[config.mk]
export PLATFORM = sky130hd
export DESIGN_NAME = mem_arbiter
export DESIGN_NICKNAME = d
export VERILOG_FILES = /design/src/rtl/mem_arb_pkg.sv /design/src/rtl/mem_lane_align.sv /design/src/rtl/mem_arbiter.sv
export SDC_FILE = /design/constraint.sdc
export NUM_CORES = 1
export LEC_CHECK = 0
export BUFFER_PORTS_ARGS = -buffer_cell sky130_fd_sc_hd__buf_2
export CORE_AREA = 8 8 92 94
export DETAILED_ROUTE_END_ITERATION = 7
export DIE_AREA = 0 0 100 102
export PLACE_DENSITY = 0.85
export SLEW_MARGIN = 30
export SYNTH_ARGS = -nofsm -noshare
export SYNTH_HDL_FRONTEND = slang
export SYNTH_SLANG_ARGS = --single-unit
[constraint.sdc]
create_clock -name i_clk -period 1.7 [get_ports i_clk]
set_input_delay 0.17 -clock i_clk [delete_from_list [all_inputs] [get_ports i_clk]]
set_output_delay 0.17 -clock i_clk [all_outputs]
set_load 0.05 [all_outputs]
[src/rtl/mem_arb_pkg.sv]
// Shared types and constants for the IF/DM memory arbiter slice.
// The size and owner enums, the registered response record and the byte-lane
// masks live here so the arbiter and the lane aligner agree on encodings.
package mem_arb_pkg;

   // RV32 access size as carried on the data port; SZ_X is the illegal encoding
   typedef enum logic [1:0] {
      SZ_B = 2'b00,
      SZ_H = 2'b01,
      SZ_W = 2'b10,
      SZ_X = 2'b11
   } size_e;

   // Which port owns the response slot
   typedef enum logic {
      OWN_IF = 1'b0,
      OWN_DM = 1'b1
   } owner_e;

   // Everything needed one cycle after grant to steer and shape the response
   typedef struct packed {
      logic       valid;
      owner_e     owner;
      logic [1:0] offset;
      size_e      size;
      logic       unsignedLd;
      logic       err;
      logic       isStore;
   } resp_t;

   localparam logic [3:0] BE_NONE = 4'b0000;
   localparam logic [3:0] BE_BYTE = 4'b0001;
   localparam logic [3:0] BE_HALF = 4'b0011;
   localparam logic [3:0] BE_WORD = 4'b1111;

   // A data access is refused (granted with err, no memory traffic) when the
   // size is illegal or the byte offset does not suit the access size.
   function automatic logic isBadAccess(input size_e size, input logic [1:0] offset);
      logic bad;
      bad = 1'b1;
      case (size)
         SZ_B:    bad = 1'b0;
         SZ_H:    bad = offset[0];
         SZ_W:    bad = (offset != 2'b00);
         default: bad = 1'b1;
      endcase
      return bad;
   endfunction

endpackage

[src/rtl/mem_lane_align.sv]
// Byte-lane steering for the shared word memory.
// Store side: builds byte enables from size/offset and replicates the
// LSB-justified store data across lanes. Load side: picks the addressed byte
// or halfword out of the returned word and sign- or zero-extends it.
// Purely combinational; the arbiter decides when the results are used.
module mem_lane_align
   import mem_arb_pkg::*;
(
   input  size_e       stSize_i,
   input  logic [1:0]  stOffset_i,
   input  logic [31:0] stData_i,
   output logic [3:0]  stByteEn_o,
   output logic [31:0] stData_o,
   input  size_e       ldSize_i,
   input  logic [1:0]  ldOffset_i,
   input  logic        ldUnsigned_i,
   input  logic [31:0] ldMemData_i,
   output logic [31:0] ldData_o
);

   logic [7:0]  ldByte;
   logic [15:0] ldHalf;

   // Store lanes: shift the size mask to the offset, replicate data per size
   always_comb begin
      stByteEn_o = BE_NONE;
      stData_o   = '0;
      case (stSize_i)
         SZ_B: begin
            stByteEn_o = BE_BYTE << stOffset_i;
            stData_o   = {4{stData_i[7:0]}};
         end
         SZ_H: begin
            stByteEn_o = BE_HALF << stOffset_i;
            stData_o   = {2{stData_i[15:0]}};
         end
         SZ_W: begin
            stByteEn_o = BE_WORD;
            stData_o   = stData_i;
         end
         default: begin
            stByteEn_o = BE_NONE;
            stData_o   = '0;
         end
      endcase
   end

   // Load extract: select the addressed lane(s), then extend to 32 bits
   always_comb begin
      ldByte   = 8'h00;
      ldHalf   = 16'h0000;
      ldData_o = '0;
      case (ldOffset_i)
         2'd0:    ldByte = ldMemData_i[7:0];
         2'd1:    ldByte = ldMemData_i[15:8];
         2'd2:    ldByte = ldMemData_i[23:16];
         default: ldByte = ldMemData_i[31:24];
      endcase
      ldHalf = ldOffset_i[1] ? ldMemData_i[31:16] : ldMemData_i[15:0];
      case (ldSize_i)
         SZ_B:    ldData_o = {{24{ldByte[7] & ~ldUnsigned_i}}, ldByte};
         SZ_H:    ldData_o = {{16{ldHalf[15] & ~ldUnsigned_i}}, ldHalf};
         SZ_W:    ldData_o = ldMemData_i;
         default: ldData_o = '0;
      endcase
   end

endmodule

[src/rtl/mem_arbiter.sv]
// Arbiter sharing one single-port word memory between instruction fetch (IF)
// and data (DM) ports. Grants are combinational, one per cycle; the response
// for a grant appears exactly one cycle later, steered by a small response
// register. Conflicts go round-robin (DM first out of reset) or always to DM.
module mem_arbiter
   import mem_arb_pkg::*;
#(
   parameter int unsigned MEM_AW      = 10,
   parameter bit          DM_PRIORITY = 1'b0
) (
   input  logic              i_clk,
   input  logic              i_rst,
   input  logic              in_if_req,
   input  logic [31:0]       in_if_addr,
   output logic              out_if_gnt,
   output logic              out_if_rvalid,
   output logic [31:0]       out_if_rdata,
   input  logic              in_dm_req,
   input  logic              in_dm_we,
   input  logic [31:0]       in_dm_addr,
   input  logic [1:0]        in_dm_size,
   input  logic              in_dm_unsigned,
   input  logic [31:0]       in_dm_wdata,
   output logic              out_dm_gnt,
   output logic              out_dm_rvalid,
   output logic [31:0]       out_dm_rdata,
   output logic              out_dm_err,
   output logic [MEM_AW-1:0] out_mem_addr,
   output logic              out_mem_rw_mode,
   output logic [31:0]       out_mem_write_data,
   output logic [3:0]        out_mem_byte_en,
   input  logic [31:0]       in_mem_data
);

   logic        ifGnt;
   logic        dmGnt;
   logic        conflict;
   logic        rrDmNext_q;
   logic        rrDmNext_d;
   size_e       dmSize;
   logic        dmBad;
   logic        dmStoreOk;
   resp_t       resp_q;
   resp_t       resp_d;
   logic [3:0]  laneByteEn;
   logic [31:0] laneStData;
   logic [31:0] laneLdData;
   logic        ifRvalid;
   logic        dmRvalid;
   logic        unusedAddrBits;

   assign dmSize    = size_e'(in_dm_size);
   assign dmBad     = isBadAccess(dmSize, in_dm_addr[1:0]);
   assign conflict  = in_if_req & in_dm_req & ~i_rst;
   assign dmStoreOk = dmGnt & in_dm_we & ~dmBad;

   // IF ignores its low address bits and both ports wrap above the memory size
   assign unusedAddrBits = ^{in_if_addr[1:0], in_if_addr[31:MEM_AW+2], in_dm_addr[31:MEM_AW+2]};

   // Grant selection: a lone requester always wins; a conflict follows priority/pointer
   always_comb begin
      ifGnt = 1'b0;
      dmGnt = 1'b0;
      if (!i_rst) begin
         if (conflict) begin
            if (DM_PRIORITY || rrDmNext_q) begin
               dmGnt = 1'b1;
            end else begin
               ifGnt = 1'b1;
            end
         end else begin
            ifGnt = in_if_req;
            dmGnt = in_dm_req;
         end
      end
   end

   assign out_if_gnt = ifGnt;
   assign out_dm_gnt = dmGnt;

   // Round-robin pointer moves only on conflicts: the loser goes first next time
   always_comb begin
      rrDmNext_d = rrDmNext_q;
      if (conflict) begin
         rrDmNext_d = ifGnt;
      end
   end

   // Pointer register; DM is favoured on the first conflict after reset
   always_ff @(posedge i_clk or posedge i_rst) begin
      if (i_rst) begin
         rrDmNext_q <= 1'b1;
      end else begin
         rrDmNext_q <= rrDmNext_d;
      end
   end

   mem_lane_align u_lane (
      .stSize_i     (dmSize),
      .stOffset_i   (in_dm_addr[1:0]),
      .stData_i     (in_dm_wdata),
      .stByteEn_o   (laneByteEn),
      .stData_o     (laneStData),
      .ldSize_i     (resp_q.size),
      .ldOffset_i   (resp_q.offset),
      .ldUnsigned_i (resp_q.unsignedLd),
      .ldMemData_i  (in_mem_data),
      .ldData_o     (laneLdData)
   );

   // Memory request: read by default, write only for a granted well-formed store
   always_comb begin
      out_mem_addr       = '0;
      out_mem_rw_mode    = 1'b1;
      out_mem_byte_en    = BE_NONE;
      out_mem_write_data = '0;
      if (ifGnt) begin
         out_mem_addr = in_if_addr[MEM_AW+1:2];
      end else if (dmGnt && !dmBad) begin
         out_mem_addr = in_dm_addr[MEM_AW+1:2];
      end
      if (dmStoreOk) begin
         out_mem_rw_mode    = 1'b0;
         out_mem_byte_en    = laneByteEn;
         out_mem_write_data = laneStData;
      end
   end

   // Capture what the response cycle needs to know about this cycle's grant
   always_comb begin
      resp_d = '0;
      if (ifGnt) begin
         resp_d.valid = 1'b1;
         resp_d.owner = OWN_IF;
         resp_d.size  = SZ_W;
      end else if (dmGnt) begin
         resp_d.valid      = 1'b1;
         resp_d.owner      = OWN_DM;
         resp_d.offset     = in_dm_addr[1:0];
         resp_d.size       = dmSize;
         resp_d.unsignedLd = in_dm_unsigned;
         resp_d.err        = dmBad;
         resp_d.isStore    = in_dm_we;
      end
   end

   // Response register; reset drops any response still in flight
   always_ff @(posedge i_clk or posedge i_rst) begin
      if (i_rst) begin
         resp_q <= '0;
      end else begin
         resp_q <= resp_d;
      end
   end

   // Response steering; memory data is used directly in the response cycle
   always_comb begin
      ifRvalid      = resp_q.valid && (resp_q.owner == OWN_IF);
      dmRvalid      = resp_q.valid && (resp_q.owner == OWN_DM);
      out_if_rvalid = ifRvalid;
      out_if_rdata  = ifRvalid ? in_mem_data : '0;
      out_dm_rvalid = dmRvalid;
      out_dm_err    = dmRvalid && resp_q.err;
      out_dm_rdata  = '0;
      if (dmRvalid && !resp_q.err && !resp_q.isStore) begin
         out_dm_rdata = laneLdData;
      end
   end

endmodule

Yosys cells after proc, flatten, opt, wreduce, memory -nomap -nowiden
Cells that the tools add are included.
{"block": "totals", "wordCells": 63, "register_bits": 10, "inputBits": 136}
{"block": "op_classes", "n_mux": 24, "n_shift": 2, "n_eq_ne": 6, "reduce_logical": 13, "bitwise_logic": 10}
{"operator": "$pmux W32 S3", "n": 2}
{"operator": "$mux W32", "n": 3}
{"operator": "$pmux W8 S3", "n": 1}
{"operator": "$mux W10", "n": 2}
{"operator": "$mux W16", "n": 1}
{"operator": "$pmux W4 S3", "n": 1}
{"operator": "$mux W9", "n": 1}
{"operator": "$mux W1", "n": 7}
{"operator": "$and A1 B1 Y1", "n": 6}
{"operator": "$eq A2 B1 Y1 const B", "n": 3}
{"operator": "$eq A2 B2 Y1 const B", "n": 3}
{"operator": "$logic_and A1 B1 Y1", "n": 6}
{"operator": "$logic_not A2 Y1", "n": 3}
{"operator": "$mux W2", "n": 3}
{"operator": "$mux W4", "n": 1}
{"operator": "$not A1 Y1", "n": 4}
{"operator": "$shl A1 B2 Y4 const A", "n": 1}
{"operator": "$shl A2 B2 Y4 const A", "n": 1}
{"operator": "$logic_not A1 Y1", "n": 3}
{"operator": "$mux W3", "n": 1}
{"operator": "$pmux W1 S3", "n": 1}
{"operator": "$reduce_bool A2 Y1", "n": 1}

Depth between registers and ports, before layout
Gate-level depths: netlist of the first run.
{"block": "depth", "depth_word": 7, "ltp_mapped": 7, "mapped_depth_nobuf": 5}

Cells and area by module
From an unflattened synthesis of the first run, not the netlist that was laid out.
{"block": "hier_totals", "cells_unflattened": 336, "area_unflattened_um2": 2408.6}
{"mod": "mem_arbiter", "n_inst": 1, "cells_per_inst": 158, "seq_area_each_um2": 251.5, "area_each_um2": 1231.2}
{"mod": "mem_lane_align", "n_inst": 1, "cells_per_inst": 178, "seq_area_each_um2": 0.0, "area_each_um2": 1177.4}

Worst setup path before layout of the first run
No wires, ideal clock.
{"block": "synth_path", "path_type": "register to output", "startpoint": "reg rrDmNext_q", "endpoint": "out out_mem_byte_en[0]", "slack_ns": -1.744, "required_ns": 1.530, "arrival_ns": 3.274, "stages_incl_launch_ff": 4, "n_path_buf": 0, "path_cell_list": "dfstp_2 nand2b_1 nand3_2 a2111oi_0"}
{"block": "synth_via", "elab_chain_len": 6}
{"item": "start: declaration", "line_no": "mem_arbiter.sv:38", "text": "logic rrDmNext_q;"}
{"item": "start signal: assignment", "line_no": "mem_arbiter.sv:94", "text": "rrDmNext_q <= rrDmNext_d;"}
{"item": "$mux W1", "line_no": "mem_arbiter.sv:66", "text": "if (DM_PRIORITY || rrDmNext_q) begin"}
{"item": "$mux W1", "line_no": "mem_arbiter.sv:65", "text": "if (conflict) begin"}
{"item": "$mux W1", "line_no": "mem_arbiter.sv:64", "text": "if (!i_rst) begin"}
{"item": "$and A1 B1 Y1 (2 in series)", "line_no": "mem_arbiter.sv:55", "text": "assign dmStoreOk = dmGnt & in_dm_we & ~dmBad;"}
{"item": "$mux W4", "line_no": "mem_arbiter.sv:122", "text": "if (dmStoreOk) begin"}
{"item": "end: declaration", "line_no": "mem_arbiter.sv:31", "text": "output logic [3:0] out_mem_byte_en,"}
No other way between the ends.

Worst setup path after layout of the first run
{"block": "layout_path", "startpoint": "reg rrDmNext_q", "endpoint": "out out_mem_write_data[13]"}
{"block": "layout_via", "elab_chain_len": 6}
{"item": "$mux W1", "line_no": "mem_arbiter.sv:66"}
{"item": "$mux W1", "line_no": "mem_arbiter.sv:65"}
{"item": "$mux W1", "line_no": "mem_arbiter.sv:64"}
{"item": "$and A1 B1 Y1 (2 in series)", "line_no": "mem_arbiter.sv:55"}
{"item": "$mux W32", "line_no": "mem_arbiter.sv:122"}
{"item": "end: declaration", "line_no": "mem_arbiter.sv:30", "text": "output logic [31:0] out_mem_write_data,"}
No other way between the ends.

==> results.json, run 1 <==
{
  "synth.avg_cell_area_um2": 6.736,
  "relSlewSlack_pct": 66.15,
  "antenna_found_initial": 0,
  "cap_violations": 0,
  "setup_ws_ps": -244.1,
  "crit_slowest_cell": "dfstp_2",
  "path_cells": "nand2b_4 > nand3_4 > nor2_4 > inv_4 > buf_12 > buf_12 > a21oi_4 > buf_6",
  "ys_warn_count": 0,
  "drc_errors": 0,
  "cp-start-kind": "flop",
  "leakage_uw": 0.002305,
  "path_max_fanout": 5,
  "syn_area_mm2": 0.002054,
  "cts.path.max_buffers": 2,
  "ios": 252,
  "wl_um": 13070,
  "period_share_pct": 114.4,
  "min_period_ps": 1944,
  "rows": 31,
  "fin_skew_ps": 3.536,
  "synth_cell_types": 37,
  "layout_commonest_cell": "buf_2",
  "ff2ff_setup_slack_ps": 480,
  "fp.dieW_um": 100,
  "worst_pin_slew_ps": 502.4,
  "power_density_mw_per_mm2": 509.9,
  "via_count": 3393,
  "route.detailed.wl_per_inst_um": 20.42,
  "grt_first_pass_wirelength_um": 19550,
  "die_h_um": 102,
  "rr_worst_depth": 4,
  "synth-seq-cells": 10,
  "status": "complete, but fails checks",
  "synth.largest_area_cell": "and2_1",
  "start_util_pct": 29.10,
  "viasPerCell": 5.302,
  "syn-num-nets": 441,
  "critPathArrivalTime_ps": 1770,
  "clkTransAtPathRegs_ps": 50,
  "worst_hold_path_type": "in2reg",
  "drt_first_pass_iters": 5,
  "synthCells": 305,
  "drt-initial-drc-count": 135,
  "grt_max_degree": 34,
  "crit_path_max_incr_delay_ps": 530,
  "critPathRequiredTime_ps": 1530,
  "r2r_end": "resp_q[4]",
  "r2r_start": "rrDmNext_q",
  "cts-htree-levels": 1,
  "insertion_delay_ps": 230,
  "coreArea_mm2": 0.007059,
  "gp_congestion": 0.8631,
  "dp_hpwl_um": 9525,
  "clock-root-buffer": "clkbuf_8",
  "power_uw": 2646,
  "num_antenna_cells": 0,
  "area_growth_pct": 152.6,
  "ys_top_cells_by_area": "and2_1 (13%), dfrtp_1 (11%), a21oi_1 (9.7%)",
  "whs_path_depth": 2,
  "ir_worst_vdd_mv": 0.2671,
  "finish.utilization_pct": 73.50,
  "cts-buffers-inserted": 3,
  "grt_pass1_vias": 3684,
  "grt_setup_unrepaired": "true",
  "postRouteAntennaNets": 0,
  "path_class": "reg2out",
  "io_buffers": 209,
  "min_to": "resp_q[8]",
  "grt-ovfl-total": 0,
  "cp-end-kind": "output pin",
  "post-place-cells": 628,
  "post_route_cells_drive_above_1_share_pct": 72.64,
  "cts_sinks": 10,
  "achievable-frequency_mhz": 514.4,
  "layout_common_cells": "buf_2 (129), buf_6 (54), a21oi_4 (38), and2_1 (34), nand2_1 (33)",
  "die_area_mm2": 0.01020,
  "synth_top_area_share_pct": 13.40,
  "cts_tree": "done",
  "final_hold_viol_count": 0,
  "crit_path_frequent_cell": "buf_12",
  "layout.cells.non_filler": 640,
  "slew_violations": 0,
  "fin_nets": 678,
  "grt_use_total_pct": 23.82,
  "setup_viol": 76,
  "ys_seq_area_share_pct": 12.24,
  "violations": "setup timing",
  "min_from": "i_rst"
}
repair_timing:
action | CTS | global route
setup buffers | 5 | 4
gates cloned | 3 | 0
hold buffers | 1 | 0
gates resized for setup | 238 | 23
endpoints found under the hold margin | 9 | 0
setup endpoints to repair | 80 | 79
pin swaps | 42 | 16
registers in the layout, summed over array words and instances, names as in the netlist:
name / cells
rrDmNext_q: 1
resp_q: 9
cell usage after synthesis (all sizes together):
| cell type | n |
|---|---|
| a2111oi | 1 |
| a21o | 2 |
| a21oi | 50 |
| a221oi | 1 |
| a22o | 10 |
| a22oi | 22 |
| and2 | 44 |
| and2b | 1 |
| and3 | 6 |
| buf | 13 |
| clkbuf | 11 |
| dfrtp | 9 |
| dfstp | 1 |
| inv | 6 |
| mux2 | 14 |
| mux2i | 11 |
| nand2 | 35 |
| nand2b | 2 |
| nand3 | 2 |
| nor2 | 38 |
| nor2b | 5 |
| nor3 | 5 |
| o21ai | 13 |
| o221ai | 1 |
| xnor2 | 1 |
| xor2 | 1 |
stage by stage:
step / hold slack, ps / setup TNS, ps / worst slack, ps / instance area (µm²)
floorplan: 14.70 / -4748 / -199.8 / 2755
global placement: 180.3 / -2278 / -108.0 / 4163
detailed placement: 187.6 / -4081 / -175.8 / 4163
CTS: 108.7 / -11510 / -245.8 / 5139
global route: 108.1 / -16850 / -311.1 / 5189
finish: 112.7 / -11830 / -244.1 / 5189
power by group:
part / internal [µW] / switching [µW]
logic: 809 / 1250
registers: 278 / 22.8
clock network: 203 / 86.1
layer usage:
metal,track usage (%),part of all wire (%)
met1,23.65,35
met2,44.13,50
met3,8.447,11
met4,10.00,3.6
met5,0,0
worst max path at each step:
stage	from	end	slack, ps
6_report	rrDmNext_q	out_mem_write_data[13]	-240
5_1_grt	rrDmNext_q	out_mem_write_data[13]	-310
4_1_cts	resp_q[6]	out_dm_rdata[16]	-250
3_5_place_dp	resp_q[6]	out_dm_rdata[9]	-180
3_3_place_gp	resp_q[6]	out_dm_rdata[15]	-110
2_1_floorplan	resp_q[7]	out_dm_rdata[22]	-200
worst max-delay path, delay by kind of cell (launching register included):
family | cells | cell delay, ps
buffers and inverters | 4 | 530
AND/OR/NAND/NOR | 3 | 350
flip-flops | 1 | 530
AO/OA/AOI/OAI | 1 | 130
layout make-up:
type	count	area, µm²
fillers	443	1871
inverters	6	25.02
repair buffers	256	2210
clock buffers	4	55.05
multi-input cells	265	2521
well taps	99	123.9
flip-flops and latches	10	254.0
kinds of logic (layout without fill, tap and decap cells):
kind of cell    Yosys count  count (layout)  share of synthesized area [%]
buf+inv                  30             266                          7.551
mux                      25              25                          13.03
flops                    10              10                          12.24
simple gates            138             138                          34.10
compound gates          100             100                          32.22
xor+xnor                  2               2                         0.8528
(Power assumes the default switching activity.)
==> run 2: changes to the inputs <==
Settings changed: BUFFER_PORTS_ARGS -buffer_cell sky130_fd_sc_hd__buf_2 to not set, CORE_AREA 8 8 92 94 to 8 8 91 93, DIE_AREA 0 0 100 102 to 0 0 99 101, DONT_BUFFER_PORTS set to 1, GPL_ROUTABILITY_DRIVEN set to 0, HOLD_SLACK_MARGIN set to 0.06, PLACE_DENSITY 0.85 to 0.55.
==> results.json, run 2 (synthesis gave the netlist of run 1 again) <==
{
  "status": "complete, but fails checks",
  "violations": "setup timing",
  "achievable-frequency_mhz": 517.8,
  "coreArea_mm2": 0.006943,
  "wl_um": 11160,
  "fp.dieW_um": 99,
  "grt_setup_unrepaired": "true",
  "power_density_mw_per_mm2": 500.9,
  "layout_commonest_cell": "buf_12",
  "cp-startpoint": "resp_q[6]",
  "grt_use_total_pct": 20.60,
  "ff2ff_setup_slack_ps": 310,
  "insertion_delay_ps": 230,
  "layout.cells.non_filler": 514,
  "largest-register": "resp_q",
  "die_area_mm2": 0.009999,
  "cts-htree-levels": 1,
  "top_regs": "resp_q (9), rrDmNext_q (1)",
  "pre_cts_ws_ps": -139.8,
  "drt_first_pass_iters": 4,
  "clock-root-buffer": "clkbuf_8",
  "ir_worst_vdd_mv": 0.3841,
  "io_buffers": 0,
  "fillCellCount": 459,
  "setup_viol": 77,
  "rows": 31,
  "cts-buffers-inserted": 3,
  "route.detailed.wl_per_inst_um": 21.70,
  "dp_hpwl_um": 8644,
  "period_share_pct": 113.6,
  "area_growth_pct": 154.5,
  "fin_tns_setup_ps": -10600,
  "die_h_um": 101,
  "critPathArrivalTime_ps": 1760,
  "clkTransAtPathRegs_ps": 50,
  "path_max_fanout": 12,
  "r2r_start": "rrDmNext_q",
  "layout_common_cells": "buf_12 (67), a21oi_4 (40), buf_4 (37), and2_1 (34), buf_6 (29)",
  "cts_sinks": 10,
  "cap_violations": 0,
  "min_period_ps": 1931,
  "drt-initial-drc-count": 46,
  "grt_pass1_vias": 3086,
  "fin_nets": 569,
  "viasPerCell": 5.535,
  "finish.utilization_pct": 75.31,
  "grt_max_degree": 34,
  "grt-ovfl-total": 0,
  "fin_skew_ps": 1.352,
  "ios": 252,
  "drc_errors": 0,
  "largest_reg_flops": 9,
  "endpoint": "out_dm_rdata[29]",
  "post_route_cells_drive_above_1_share_pct": 68.29,
  "rr_worst_depth": 6,
  "cts.path.max_buffers": 2,
  "r2r_end": "resp_q[4]",
  "setup_ws_ps": -231.1,
  "final_hold_viol_count": 0,
  "post-place-cells": 484,
  "worst_pin_slew_ps": 509.3,
  "fin_area_mm2": 0.005229,
  "postRouteAntennaNets": 0,
  "cp-start-kind": "flop",
  "worst_hold_path_type": "in2reg",
  "leakage_uw": 0.002010,
  "slew_violations": 0,
  "grt_first_pass_wirelength_um": 16920,
  "cts_tree": "done",
  "via_count": 2845,
  "start_util_pct": 29.59,
  "cp-end-kind": "output pin",
  "dpl-instance-area_mm2": 0.004439,
  "antenna_found_initial": 0,
  "relSlewSlack_pct": 66.17,
  "path_class": "reg2out",
  "num_antenna_cells": 0,
  "critPathRequiredTime_ps": 1530,
  "min_from": "in_if_req"
}
run 2: cell types whose count changed in the layout (fill, tap and decap cells not counted), moves of 2 or more:
cell / before / now
buf_2: 129 / 1
buf_12: 13 / 67
buf_6: 54 / 29
buf_8: 30 / 7
buf_4: 27 / 37
nand2_1: 33 / 27
nand2_4: 0 / 6
nor2b_1: 3 / 0
nor2b_4: 1 / 4
a21oi_4: 38 / 40
run 2: final cells by class:
type | count | area [µm²] | area share (%)
Timing Repair inverter | 2 | 27.53 | 0.5264
Clock buffer | 4 | 55.05 | 1.053
Inverter | 6 | 48.80 | 0.9332
Timing Repair Buffer | 145 | 2126 | 40.66
Tap cell | 82 | 102.6 | 1.962
Multi-Input combinational cell | 265 | 2614 | 49.99
Sequential cell | 10 | 255.2 | 4.882
run 2: where the power goes:
| part | switching (µW) | total, µW | internal, µW |
|---|---|---|---|
| clock network | 87.1 | 290 | 203 |
| registers | 35.6 | 314 | 278 |
| logic | 1140 | 2020 | 873 |
| total | 1270 | 2620 | 1350 |
run 2: repair_timing:
| item | CTS | global route |
|---|---|---|
| resized for setup | 78 | 52 |
| pin swaps | 31 | 22 |
| gates cloned | 3 | 3 |
| endpoints found under the hold margin | 12 | 0 |
| buffers inserted | 11 | 10 |
| hold buffers | 2 | 0 |
| endpoints found under the setup margin | 79 | 78 |
run 2: routing by layer:
metal | up-vias | track usage, % | routed length, µm
met3 | 15 | 9.116 | 1361
met1 | 1347 | 19.50 | 3655
met5 | - | 0 | 0
met4 | 0 | 4.604 | 206
li1 | 1322 | - | -
met2 | 161 | 39.66 | 5932
run 2: how the worst min path moves through the flow:
stage	endpoint	slack [ps]	cells past startpoint
6_report	resp_q[8]	70	2
3_3_place_gp	resp_q[8]	60	2
3_5_place_dp	resp_q[7]	70	2
4_1_cts	resp_q[4]	60	1
5_1_grt	resp_q[4]	80	1
2_1_floorplan	resp_q[0]	10	1
run 2: worst max-delay path: stages (launching register included):
cell and delay, ps:
dfrtp_2 430, buf_6 150, mux2i_4 180, nor2_1 190
o21ai_4 90, buf_12 180, a21oi_4 150, buf_8 160
run 2: metrics by stage:
step | hold WS, ps | power (µW)
final | 67.63 | 2619
after global routing | 79.62 | 2732
after CTS | 61.06 | 2472
after detailed placement | 65.60 | 1984
after global placement | 58.17 | 1960
after floorplan | 14.70 | 1492
